[src/rtl/pc_sequencer.sv]
// pc_sequencer: fetch-stage program counter with boot, stall hold,
// jump/return redirect, a pending-interrupt latch, a one-cycle interrupt
// entry state with return-PC capture, and interrupt masking until RTI.
//
// Redirect strobes have no handshake. JumpEn and RetEn are
// single-cycle requests with no ready. They are honoured only in RUN,
// where JumpEn beats RetEn and both beat interrupt entry. A redirect
// during BOOT or INT_ENTRY is dropped, so the producer must hold or
// replay it.
module pc_sequencer #(
  parameter int unsigned       ADDR_W    = 32,
  parameter logic [ADDR_W-1:0] RESET_VEC = ADDR_W'(32),
  parameter logic [ADDR_W-1:0] INT_VEC   = ADDR_W'(0),
  parameter int unsigned       INC       = 1
) (
  input  logic              Clk,
  input  logic              Rst,
  input  logic              Stall,
  input  logic              JumpEn,
  input  logic [ADDR_W-1:0] JumpAddr,
  input  logic              RetEn,
  input  logic              IsRti,
  input  logic [ADDR_W-1:0] RetAddr,
  input  logic              IntReq,
  output logic [ADDR_W-1:0] OutPc,
  output logic              PcValid,
  output logic              IntAck,
  output logic [ADDR_W-1:0] SavedPc,
  output logic              InIsr,
  output logic [1:0]        DbgState
);

  localparam logic [1:0] ST_BOOT  = 2'd0;
  localparam logic [1:0] ST_RUN   = 2'd1;
  localparam logic [1:0] ST_ENTRY = 2'd2;

  localparam logic [ADDR_W-1:0] INC_W = ADDR_W'(INC);

  logic [1:0]        state_q, state_d;
  logic [ADDR_W-1:0] pc_q, pc_d;
  logic              valid_q, valid_d;
  logic              ack_q, ack_d;
  logic [ADDR_W-1:0] saved_q, saved_d;
  logic              isr_q, isr_d;
  logic              pend_q, pend_d;
  logic              int_elig;

  // An interrupt is enterable when requested now or earlier, unmasked and
  // fetch is not being held.
  assign int_elig = (pend_q | IntReq) & ~isr_q & ~Stall;

  // Next-state logic: FSM plus PC source selection.
  always_comb begin
    state_d = state_q;
    pc_d    = pc_q;
    valid_d = valid_q;
    saved_d = saved_q;
    isr_d   = isr_q;
    pend_d  = pend_q;
    case (state_q)
      ST_BOOT: begin
        // First fetch of RESET_VEC becomes valid. Redirects and stall are ignored.
        state_d = ST_RUN;
        valid_d = 1'b1;
        pend_d  = IntReq;
      end
      ST_ENTRY: begin
        // Handler starts fetching at INT_VEC. New requests wait until RTI.
        state_d = ST_RUN;
        valid_d = 1'b1;
        isr_d   = 1'b1;
        pend_d  = pend_q | IntReq;
      end
      ST_RUN: begin
        // Any request not taken this cycle is remembered.
        pend_d = pend_q | IntReq;
        if (JumpEn) begin
          pc_d = JumpAddr;
        end else if (RetEn) begin
          pc_d = RetAddr;
          if (IsRti) begin
            isr_d = 1'b0;
          end
        end else if (int_elig) begin
          // A preceding redirect has already landed in pc_q, so the
          // captured return point is the redirect target.
          saved_d = pc_q;
          pc_d    = INT_VEC;
          valid_d = 1'b0;
          pend_d  = 1'b0;
          state_d = ST_ENTRY;
        end else if (!Stall) begin
          pc_d = pc_q + INC_W;  // wraps modulo 2^ADDR_W
        end
      end
      default: begin
        // Unused encoding: restart through BOOT.
        state_d = ST_BOOT;
      end
    endcase
  end

  // IntAck is a registered decode of the entry state, so it can never stay high for two cycles.
  assign ack_d = (state_d == ST_ENTRY);

  // State registers with synchronous reset.
  always_ff @(posedge Clk) begin
    if (Rst) begin
      state_q <= ST_BOOT;
      pc_q    <= RESET_VEC;
      valid_q <= 1'b0;
      ack_q   <= 1'b0;
      saved_q <= '0;
      isr_q   <= 1'b0;
      pend_q  <= 1'b0;
    end else begin
      state_q <= state_d;
      pc_q    <= pc_d;
      valid_q <= valid_d;
      ack_q   <= ack_d;
      saved_q <= saved_d;
      isr_q   <= isr_d;
      pend_q  <= pend_d;
    end
  end

  assign OutPc    = pc_q;
  assign PcValid  = valid_q;
  assign IntAck   = ack_q;
  assign SavedPc  = saved_q;
  assign InIsr    = isr_q;
  assign DbgState = state_q;

endmodule

[config.mk]
export PLATFORM = sky130hd
export DESIGN_NAME = pc_sequencer
export DESIGN_NICKNAME = d
export VERILOG_FILES = /design/src/rtl/pc_sequencer.sv
export SDC_FILE = /design/constraint.sdc
export NUM_CORES = 1
export LEC_CHECK = 0
export CELL_PAD_IN_SITES_DETAIL_PLACEMENT = 1
export CELL_PAD_IN_SITES_GLOBAL_PLACEMENT = 2
export CORE_ASPECT_RATIO = 2
export CORE_MARGIN = 2
export CORE_UTILIZATION = 26
export DETAILED_ROUTE_END_ITERATION = 10
export GPL_TIMING_DRIVEN = 0
export MAX_ROUTING_LAYER = met4
export PLACE_DENSITY = 0.88
export SYNTH_ARGS = -nofsm -noshare
export SYNTH_HDL_FRONTEND = slang
export SYNTH_SLANG_ARGS = --single-unit
[constraint.sdc]
create_clock -name Clk -period 4.3 [get_ports Clk]
set_input_delay 0.86 -clock Clk [delete_from_list [all_inputs] [get_ports Clk]]
set_output_delay 0.86 -clock Clk [all_outputs]
set_load 0.05 [all_outputs]
==> parameters.txt, run 1 <==
Parameter                              Value

Timing
  Count of final hold-check violations    0
  Worst-case setup margin in the final layout    1.052 ns
  Measured slew at the worst slew-check pin    0.8349 ns
  Worst Hold Slack    approximately 0.46 ns
  Worst slew margin relative to its limit    44.34%
  Setup TNS after final layout    0 ns
  Setup clock skew after layout    roughly 0.0076 ns
  Post-route clock period utilization    about three quarters
  Slew Limit Fails    0
  Final worst path period need    3.248 ns
  Achievable clock frequency    ~300 MHz
  Unrepaired setup endpoints after global routing    no
  Final setup violation count    0

Placed design
  Hpwl dp    about 14,000 um
  Number of port buffers    between 100 and 150
  Post-placement worst setup slack    approximately 0.77 ns
  Routability congestion estimate    roughly 0.95
  Total placed instance area    about 5400 um^2

Layout
  Filler cell count    between 1.5k and 2k
  Fraction of final layout cells sized beyond drive strength 1    between 6 and 7%
  Fin util    about two fifths
  Layout Cell Area excl Fill    around 5800 um^2
  Number of nets in the layout    about 730
  Total inserted antenna cells    0
  Area growth from synthesis to final layout    51.82%

Power and ir drop
  Highest ir drop seen on vdd    ~0.23 mV
  Leakage power of the design    0.001912 uW
  Net switching power    just over 600 uW
  Sequential share of power    between 30% and 40%
  Share of power burned in the clock network    between 40% and 50%
  Logic gate share of total power    20.5%
  Power density cells    349.8 nW/um^2
  Sw Share    a little under a third
  Cell Int Power    approximately 1400 uW

Clock network
  Clock-pin slew reported for the worst setup and hold paths after clock tree synthesis    about 0.06 ns
  Clock tree sinks    70
  CTS hold repair buffers    0
  Deepest clock path buffer count    2
  H-tree depth    3
  Buffer cell driving the clock tree root    sky130_fd_sc_hd__clkbuf_16
  Clock Latency Late Sink    0.35 ns
  Clock buffers created by TritonCTS    9
  CTS tree    yes
  Number of gates resized after CTS    0
  Total setup buffers inserted after CTS    0

Synthesis
  Most used standard cell by instance count after synthesis    sky130_fd_sc_hd__nand2_1
  Unique cell type count in the Yosys netlist    a little over 60
  Post-synth ARST share    0%
  Part of the Yosys area used for sequential elements    a little under two fifths
  Top post-synthesis cells by area    sky130_fd_sc_hd__dfxtp_1 (37%), sky130_fd_sc_hd__nand2_1 (9.5%), sky130_fd_sc_hd__a21oi_1 (8.7%)
  Synth Warn #    0
  FF+latch count, synth    70
  Mean area per synthesized cell    7.599 um^2
  Combined area of all synthesized cells    between 3000 and 4000 um^2
  Number of flops mapped to enable cells by yosys    0
  Cell type with the highest aggregate area in the netlist    sky130_fd_sc_hd__dfxtp_1
  Proportion of netlist area held by the largest area contributor    ~37%
  Most frequently used flop master after synthesis    sky130_fd_sc_hd__dfxtp_1
  Most numerous cell types in the synthesized netlist    sky130_fd_sc_hd__nand2_1 (97), sky130_fd_sc_hd__dfxtp_1 (70), sky130_fd_sc_hd__a21oi_1 (66), sky130_fd_sc_hd__o21ai_0 (26), sky130_fd_sc_hd__nor2_1 (25)
  Syn_nets    between 500 and 600
  Number of standard cells after synthesis    502

Route
  Wire length after detailed routing    approximately 19,000 um
  Vias    ~4.7k
  Iteration-0 DRC count of the detailed router    205
  Antenna-violating nets left    0
  Remaining design rule violation count    0
  Pre-antenna DRT Iters    5
  Drt wl/cell    roughly 22 um
  Avg Vias per Cell    between 5 and 6

Floorplanning
  Initial cell density of the core    a little over a quarter
  Boundary pin count    140
  Die height    between 150 and 200 um
  Area of the die    around 16,000 um^2
  Overall die width    roughly 90 um
  Site Rows    a little over 60
  Total core area    about 14,000 um^2

Critical path
  Maximum fanout along the worst path    10
  Required time worst endpoint    ~4.6 ns
  Arr. time, crit path    ~3.5 ns
  CP Capture Type    flop
  CP startpoint kind    input port
  Crit path kind    in2reg
  Cell depth of the worst flop-to-flop path    7

Global route
  Global-route usage over all layers    approximately a quarter
  Global-route wire length before repair    about 27,000 um
  Pin count of the biggest net entering global routing    13
  Leftover overflow at the end of global routing    0
  Initial antenna violation count    0
  Number of global-route vias before repair    4,862

Status
  Status    finished, final reports clean

Job
  Max-cap violations    0

Worst hold path
  Tightest Hold Check Type    reg2reg
  Hold Crit Depth    2
-- power by group through the flow --
stage	registers, uW	clock network [uW]	logic (uW)
2_1_floorplan	808	0	137
3_3_place_gp	735	0	406
3_5_place_dp	736	0	413
4_1_cts	722	899	416
5_1_grt	727	921	438
6_report	723	887	416
-- registers in the layout, indices dropped and copies added (netlist names) --
register / cells
PcValid: 1
pend_q: 1
OutPc: 32
IntAck: 1
InIsr: 1
SavedPc: 32
DbgState: 2
-- per-layer routing --
layer,vias up,track usage [%],share of wire (%)
met2,176,42.80,55
met1,2310,24.96,37
met3,54,3.665,3.7
met5,-,-,0
met4,0,11.57,4.5
li1,2154,-,-
-- cells by family (layout without fill, tap and decap cells) --
kind of cell               Yosys count  after routing  synth area share (%)
and+or+nand+nor                    208            208                 27.03
AOI/OAI and AO/OA                  168            168                 28.53
DFF                                 70             70                 36.73
buffers and inverters               47            201                 5.117
adders and majority gates            5              5                 1.640
xor gates and xnor gates             3              3                0.6889
muxes                                1              1                0.2624
-- per-stage QoR --
stage	total power [uW]	instances
after floorplan	944.9	502
after global placement	1141	833
after detailed placement	1149	833
after CTS	2037	848
after global routing	2085	848
final	2026	848
-- area by class of cell --
type / instances / area, um^2 / share of cell area, %
inverter: 10 / 37.54 / 0.6481
timing repair buffer: 139 / 1391 / 24.02
multi-input combinational: 385 / 2218 / 38.30
sequential: 70 / 1401 / 24.20
buffer: 37 / 157.7 / 2.722
clock inverter: 5 / 106.4 / 1.836
tap: 192 / 240.2 / 4.148
clock buffer: 10 / 239.0 / 4.126
-- worst max-delay path, cell delays in order --
cell and delay, ns:
sky130_fd_sc_hd__clkdlybuf4s50_1 0.47, sky130_fd_sc_hd__clkbuf_1 0.33, sky130_fd_sc_hd__nor2b_1 0.53, sky130_fd_sc_hd__clkbuf_1 0.69
sky130_fd_sc_hd__a22oi_1 0.17, sky130_fd_sc_hd__nor2_1 0.14, sky130_fd_sc_hd__a21oi_1 0.05, sky130_fd_sc_hd__a31oi_1 0.25
-- placed cells by master, fill, tap and decap left out, types with 11 or more instances in the layout --
master	synthesis	routed
sky130_fd_sc_hd__clkdlybuf4s50_1	0	139
sky130_fd_sc_hd__nand2_1	97	97
sky130_fd_sc_hd__dfxtp_1	70	70
sky130_fd_sc_hd__a21oi_1	66	66
sky130_fd_sc_hd__o21ai_0	26	26
sky130_fd_sc_hd__nor2_1	25	25
sky130_fd_sc_hd__nand3_1	23	23
sky130_fd_sc_hd__clkbuf_1	22	22
sky130_fd_sc_hd__a22oi_1	11	11
-- worst paths after layout --
| path | start | endpoint | slack [ns] |
|---|---|---|---|
| setup / recovery | JumpEn | OutPc[15] | 1.05 |
| hold / removal | SavedPc[23] | SavedPc[23] | 0.46 |
| setup reg to reg | OutPc[0] | OutPc[20] | 1.95 |
| hold reg to reg | SavedPc[23] | SavedPc[23] | 0.46 |
(Power assumes the default switching activity.)
==> run 2: changes to the inputs <==
CORE_UTILIZATION = 22   (was 26)
PLACE_DENSITY = 0.8   (was 0.88)
clock period = 2.88 ns   (was 4.3 ns; I/O delays follow)
==> parameters.txt, run 2 (synthesis gave the netlist of run 1 again) <==
Parameter                              Value

Status
  Status    finished, final reports clean

Global route
  Leftover overflow at the end of global routing    0 (unchanged)
  Global-route usage over all layers    19.80% (-4.3 points)
  Initial antenna violation count    0 (unchanged)
  Pin count of the biggest net entering global routing    12 (-1)
  Number of global-route vias before repair    4,774 (-1.8%)
  Global-route wire length before repair    27,820 um (+1.7%)

Critical path
  Crit path kind    in2reg
  CP Capture Type    flop
  Register-to-register setup slack    0.48 ns (-1.47 ns)
  R2R Path End    OutPc[29]
  R2R Path Start    OutPc[10]
  Required time worst endpoint    3.07 ns (-1.48 ns)
  Arr. time, crit path    2.88 ns (-0.62 ns)
  CP startpoint kind    input port
  Cell depth of the worst flop-to-flop path    5 (-2)
  Maximum fanout along the worst path    10 (unchanged)

Clock network
  CTS tree    yes
  H-tree depth    3 (unchanged)
  Buffer cell driving the clock tree root    sky130_fd_sc_hd__clkbuf_16
  Clock tree sinks    70 (unchanged)
  Clock-pin slew reported for the worst setup and hold paths after clock tree synthesis    0.06 ns (about the same)
  Clock buffers created by TritonCTS    9 (unchanged)
  Total setup buffers inserted after CTS    0 (unchanged)
  Deepest clock path buffer count    2 (unchanged)
  Clock Latency Late Sink    0.35 ns (about the same)

Worst hold path
  Hold endpoint    SavedPc[13]
  Hold Crit Depth    2 (unchanged)
  Tightest Hold Check Type    reg2reg
  Origin of the worst min-delay path    SavedPc[13]

Layout
  Number of nets in the layout    728 (unchanged)
  Fraction of final layout cells sized beyond drive strength 1    5.936% (-0.31 points)
  Most frequent cells in the layout    sky130_fd_sc_hd__clkdlybuf4s50_1 (139), sky130_fd_sc_hd__nand2_1 (97), sky130_fd_sc_hd__dfxtp_1 (70)
  Total inserted antenna cells    0 (unchanged)
  Area growth from synthesis to final layout    50.18%
  Final cell count without fillers    867 (+2.2%)
  Layout Cell Area excl Fill    5729 um^2 (-1.1%)
  Leading cell type in the layout, fill and taps excluded    sky130_fd_sc_hd__clkdlybuf4s50_1

Route
  Avg Vias per Cell    5.262 (-4.9%)
  Vias    4,562 (-2.8%)
  Wire length after detailed routing    17,920 um (-3.8%)
  Total length of routed met2 wires    8514 um (-17%)
  Drt wl/cell    20.67 um (-5.9%)
  Wire length the detailed router placed on met1    7571 um (+10%)
  Remaining design rule violation count    0 (unchanged)
  Uppermost routed layer    met4
  Pre-antenna DRT Iters    5 (unchanged)
  Metal3 WL    1221 um (+77%)
  Iteration-0 DRC count of the detailed router    240 (+17%)
  Antenna-violating nets left    0 (unchanged)

Timing
  Final worst path period need    between 2 and 3 ns
  Measured slew at the worst slew-check pin    0.8053 ns (-0.02964 ns)
  Unrepaired setup endpoints after global routing    no
  Worst Hold Slack    0.4549 ns (-0.0001190 ns)
  Worst slew margin relative to its limit    45.82% (+1.5 points)
  Setup clock skew after layout    0.006597 ns (-0.0009565 ns)
  Count of final hold-check violations    0 (unchanged)
  Achievable clock frequency    between 300 and 400 MHz
  Slew Limit Fails    0 (unchanged)
  Final setup violation count    0 (unchanged)
  Post-route clock period utilization    between 90 and 100%

Floorplanning
  Initial cell density of the core    22.31% (-4.3 points)
  Total core area    17,100 um^2 (+19%)
  Boundary pin count    140 (unchanged)
  Die height    190.2 um (+8.5%)
  Overall die width    97.12 um (+8.3%)
  Area of the die    18,470 um^2 (+18%)
  Site Rows    68 (+9.7%)

Placed design
  Routability congestion estimate    0.9547 (about the same)
  Total placed instance area    5469 um^2 (+0.41%)
  Number of port buffers    139 (unchanged)
  Hpwl dp    13,530 um (-4.3%)
  Count of placed standard cells including taps    851 (+2.2%)

Power and ir drop
  Highest ir drop seen on vdd    0.2931 mV (+29%)
  Power density cells    476.1 nW/um^2 (+36%)
  Leakage power of the design    0.001877 uW (-1.8%)

Job
  Max-cap violations    0 (unchanged)
==> run 2: cell types whose count changed in the layout (fill, tap and decap cells not counted), sizes merged <==
cell / previous run / this run
clkinv: 0 / 4
inv: 11 / 10
clkbuf: 34 / 36
bufinv: 3 / 0
clkinvlp: 1 / 0
==> run 2: per-layer routing <==
metal,vias up,global-route usage [%]
met5,-,-
met2,196,32.53
li1,2151,-
met1,2181,23.55
met4,0,8.234
met3,34,4.069
==> run 2: critical path, stage by stage <==
cell	delay (ns)
sky130_fd_sc_hd__clkdlybuf4s50_1	0.46
sky130_fd_sc_hd__nor2_1	0.43
sky130_fd_sc_hd__a21o_1	0.17
sky130_fd_sc_hd__buf_2	0.25
sky130_fd_sc_hd__buf_1	0.53
sky130_fd_sc_hd__a311oi_1	0.10
sky130_fd_sc_hd__a31oi_1	0.20
sky130_fd_sc_hd__o221ai_1	0.14
==> run 2: cell type report <==
| type | instances | area [um^2] |
|---|---|---|
| fillers | 2076 | 11370 |
| repair buffers | 139 | 1391 |
| clock buffers | 12 | 236.5 |
| plain buffers | 37 | 157.7 |
| inverters | 10 | 37.54 |
| clock inverters | 4 | 23.77 |
| well taps | 210 | 262.8 |
| flip-flops and latches | 70 | 1401 |
| multi-input cells | 385 | 2218 |
==> run 2: power breakdown <==
group	leakage, uW	switching [uW]	internal [uW]	total, uW
Clock	0.000130	454	581	1040
Sequential	0.000569	70.2	1010	1080
Combinational	0.00118	374	239	613
==> run 2: per-stage QoR <==
stage | setup WS, ns | setup TNS [ns] | utilization [%] | power (uW)
after floorplan | 0.5500 | 0 | - | 1411
after global placement | -0.2642 | -3.795 | 31.98 | 1706
after detailed placement | -0.2452 | -3.742 | 31.98 | 1712
after CTS | 0.1078 | 0 | 33.50 | 2745
after global routing | 0.06318 | 0 | 33.50 | 2814
final | 0.1941 | 0 | 33.50 | 2728
==> run 2: worst max-delay path by stage <==
stage	endpoint	from
floorplan	OutPc[26]	OutPc[0]
global placement	OutPc[20]	RetEn
detailed placement	OutPc[26]	RetEn
CTS	OutPc[20]	RetEn
global route	OutPc[11]	JumpEn
finish	OutPc[24]	Stall
==> run 2: repair_timing <==
| action | CTS | global route |
|---|---|---|
| hold buffers | 0 | 0 |
| endpoints found under the setup margin | 0 | 2 |
| resized for setup | 0 | 1 |
==> run 3: changes to the inputs <==
ABC_AREA = 1   (was default)
CORE_UTILIZATION = 21   (was 22)
GPL_TIMING_DRIVEN = default   (was 0)
PLACE_DENSITY = 0.79   (was 0.8)
==> parameters.txt, run 3 <==
Parameter                              Value

Status
  Status    finished, final reports clean

Power and ir drop
  Highest ir drop seen on vdd    0.2278 mV (-22%)
  Logic gate share of total power    23.8% (+1.3 points)
  Sequential share of power    36.9% (-2.6 points)
  Sw Share    32.40% (-0.56 points)
  Cell Int Power    2025 uW (+11%)
  Power Total    2996 uW (+9.8%)
  Power density cells    510.2 nW/um^2 (+7.2%)
  Leakage power of the design    0.002185 uW (+16%)
  Net switching power    970.7 uW (+8.0%)
  Share of power burned in the clock network    39.3% (+1.3 points)

Layout
  Filler cell count    2,260 (+8.9%)
  Leading cell type in the layout, fill and taps excluded    sky130_fd_sc_hd__clkdlybuf4s50_1
  Total inserted antenna cells    0 (unchanged)
  Area growth from synthesis to final layout    50.66%
  Storage cell area    1401 um^2 (unchanged)
  Fraction of final layout cells sized beyond drive strength 1    7.618% (+1.7 points)
  Area of the multi-input gates    2163 um^2 (-2.5%)
  Layout Cell Area excl Fill    5872 um^2 (+2.5%)
  Number of nets in the layout    794 (+9.1%)
  Most frequent cells in the layout    sky130_fd_sc_hd__clkdlybuf4s50_1 (139), sky130_fd_sc_hd__nand2_1 (114), sky130_fd_sc_hd__o21ai_0 (72), sky130_fd_sc_hd__a21oi_1 (72), sky130_fd_sc_hd__dfxtp_1 (70)

Synthesis
  Synth Warn #    0 (unchanged)
  Syn_nets    660 (+14%)
  Unique cell type count in the Yosys netlist    37 (-40%)
  Combined area of all synthesized cells    3897 um^2 (+2.2%)
  Number of standard cells after synthesis    584 (+16%)
  Most used standard cell by instance count after synthesis    sky130_fd_sc_hd__nand2_1
  Number of flops mapped to enable cells by yosys    0 (unchanged)
  Proportion of netlist area held by the largest area contributor    35.96% (-0.78 points)
  Mean area per synthesized cell    6.674 um^2 (-12%)
  Post-synth ARST share    0% (unchanged)
  Part of the Yosys area used for sequential elements    35.96% (-0.78 points)
  FF+latch count, synth    70 (unchanged)
  Top post-synthesis cells by area    sky130_fd_sc_hd__dfxtp_1 (36%), sky130_fd_sc_hd__nand2_1 (11%), sky130_fd_sc_hd__a21oi_1 (9.2%)
  Most frequently used flop master after synthesis    sky130_fd_sc_hd__dfxtp_1
  Cell type with the highest aggregate area in the netlist    sky130_fd_sc_hd__dfxtp_1
  Most numerous cell types in the synthesized netlist    sky130_fd_sc_hd__nand2_1 (114), sky130_fd_sc_hd__a21oi_1 (72), sky130_fd_sc_hd__o21ai_0 (72), sky130_fd_sc_hd__dfxtp_1 (70), sky130_fd_sc_hd__nor2_1 (63)

Clock network
  Clock-pin slew reported for the worst setup and hold paths after clock tree synthesis    0.06 ns (about the same)
  Clock tree sinks    70 (unchanged)
  Number of gates resized after CTS    0 (unchanged)
  CTS hold repair buffers    0 (unchanged)
  H-tree depth    3 (unchanged)
  Deepest clock path buffer count    2 (unchanged)
  Buffer cell driving the clock tree root    sky130_fd_sc_hd__clkbuf_16
  Clock buffers created by TritonCTS    9 (unchanged)
  Clock Latency Late Sink    0.34 ns (about the same)
  CTS tree    yes
  Total setup buffers inserted after CTS    0 (unchanged)

Placed design
  Total placed instance area    5563 um^2 (+1.7%)
  Hpwl dp    13,850 um (+2.4%)
  Number of port buffers    139 (unchanged)
  Routability congestion estimate    0.8371 (-12%)

Timing
  Count of final hold-check violations    0 (unchanged)
  Slew Limit Fails    0 (unchanged)
  Post-route clock period utilization    82.30% (-11 points)
  Measured slew at the worst slew-check pin    0.7902 ns (-0.01505 ns)
  Setup TNS after final layout    0 ns (unchanged)
  Final worst path period need    2.370 ns (-0.3156 ns)
  Setup clock skew after layout    0.008701 ns (+0.002104 ns)
  Unrepaired setup endpoints after global routing    no
  Achievable clock frequency    421.9 MHz (+13%)
  Worst slew margin relative to its limit    47.26% (+1.4 points)
  Final setup violation count    0 (unchanged)

Worst hold path
  Hold Crit Depth    2 (unchanged)
  Tightest Hold Check Type    reg2reg

Route
  Antenna-violating nets left    0 (unchanged)
  Vias    4,645 (+1.8%)
  Avg Vias per Cell    4.952 (-5.9%)
  Wire length after detailed routing    18,070 um (+0.84%)
  Iteration-0 DRC count of the detailed router    184 (-23%)
  Pre-antenna DRT Iters    4 (-1)
  Drt wl/cell    19.26 um (-6.8%)
  Remaining design rule violation count    0 (unchanged)

Floorplanning
  Boundary pin count    140 (unchanged)
  Initial cell density of the core    21.39% (-0.91 points)
  Overall die width    100.3 um (+3.3%)
  Total core area    18,220 um^2 (+6.5%)
  Area of the die    19,730 um^2 (+6.8%)
  Site Rows    70 (+2.9%)
  Die height    196.7 um (+3.4%)

Critical path
  Number of buffers and inverters on the critical path    1 (-2)
  Number of logic stages on the critical path including buffering    1 (-7)
  Required time worst endpoint    2.30 ns (-0.77 ns)
  CP startpoint kind    flop
  Cell depth of the worst flop-to-flop path    9 (+4)
  Register-to-register setup slack    0.93 ns (+0.45 ns)
  Critical path cell sequence    clkdlybuf4s50_1
  CP Capture Type    output port
  Maximum fanout along the worst path    8 (-2)
  Crit path kind    reg2out
  Slowest stage cell, crit path    sky130_fd_sc_hd__clkdlybuf4s50_1
  Peak per-stage delay on the critical path    0.89 ns (+0.36 ns)
  Cell family with the largest share of critical-path delay    buffers and inverters
  Arr. time, crit path    1.79 ns (-1.09 ns)

Global route
  Leftover overflow at the end of global routing    0 (unchanged)
  Global-route usage over all layers    18.88% (-0.92 points)
  Number of global-route vias before repair    5,063 (+6.1%)
  Pin count of the biggest net entering global routing    57 (+45)
  Initial antenna violation count    0 (unchanged)
  Global-route wire length before repair    27,470 um (-1.3%)

Job
  Max-cap violations    0 (unchanged)
-- run 3: changes by cell type after synthesis, moves of 6 or more --
cell,change
sky130_fd_sc_hd__a221oi_1,+8
sky130_fd_sc_hd__nor2_1,+38
sky130_fd_sc_hd__nand2_1,+17
sky130_fd_sc_hd__o41ai_1,-7
sky130_fd_sc_hd__o21ai_0,+46
sky130_fd_sc_hd__a21oi_1,+6
sky130_fd_sc_hd__a22o_1,-8
sky130_fd_sc_hd__nor4_1,-7
sky130_fd_sc_hd__nor2_2,+8
sky130_fd_sc_hd__and3_1,-8
sky130_fd_sc_hd__a31oi_1,-7
sky130_fd_sc_hd__inv_1,+40
sky130_fd_sc_hd__a22oi_1,-11
-- run 3: worst paths after layout --
kind | from | endpoint
worst max-delay path | OutPc[15] | OutPc[15]
worst min-delay path | SavedPc[13] | SavedPc[13]
worst max register to register | OutPc[1] | OutPc[28]
worst min register to register | SavedPc[13] | SavedPc[13]
-- run 3: power by group through the flow --
stage          sequential [uW]  combinational (uW)  clock (uW)
2_1_floorplan             1280                 225           0
3_5_place_dp              1130                 714           0
6_report                  1110                 713        1180
4_1_cts                   1100                 718        1210
5_1_grt                   1110                 761        1240
3_3_place_gp              1120                 704           0
-- run 3: cells by family (layout without fill, tap and decap cells) --
| group | count (synthesis) | count (layout) | share of synthesized area (%) |
|---|---|---|---|
| AOI/OAI and AO/OA | 178 | 178 | 25.62 |
| DFF | 70 | 70 | 35.95 |
| and+or+nand+nor | 247 | 247 | 28.28 |
| buffers and inverters | 84 | 222 | 8.539 |
| adders and majority gates | 5 | 5 | 1.605 |
-- run 3: layout make-up --
cell class	instances	share of cell area, %
timing repair buffer	154	26.04
multi-input combinational	430	36.84
tap	216	4.603
inverter	53	3.388
clock inverter	3	0.7245
clock buffer	12	4.539
sequential	70	23.87
-- run 3: metrics by stage --
step | setup slack, ns | std cells | hold WS, ns | util [%]
floorplan | 0.9409 | 584 | 0.5020 | -
global placement | 0.3346 | 923 | 0.4674 | 30.54
detailed placement | 0.2353 | 923 | 0.4857 | 30.54
CTS | 0.4888 | 938 | 0.4975 | 32.23
global route | 0.4752 | 938 | 0.5176 | 32.23
finish | 0.5098 | 938 | 0.4923 | 32.23
-- run 3: routing by layer --
metal	up-vias	GRT usage (%)	wire, um
met5	-	-	0
met4	0	10.40	799
met3	39	2.057	546
met2	119	35.87	10310
met1	2246	17.97	6409
li1	2241	-	-
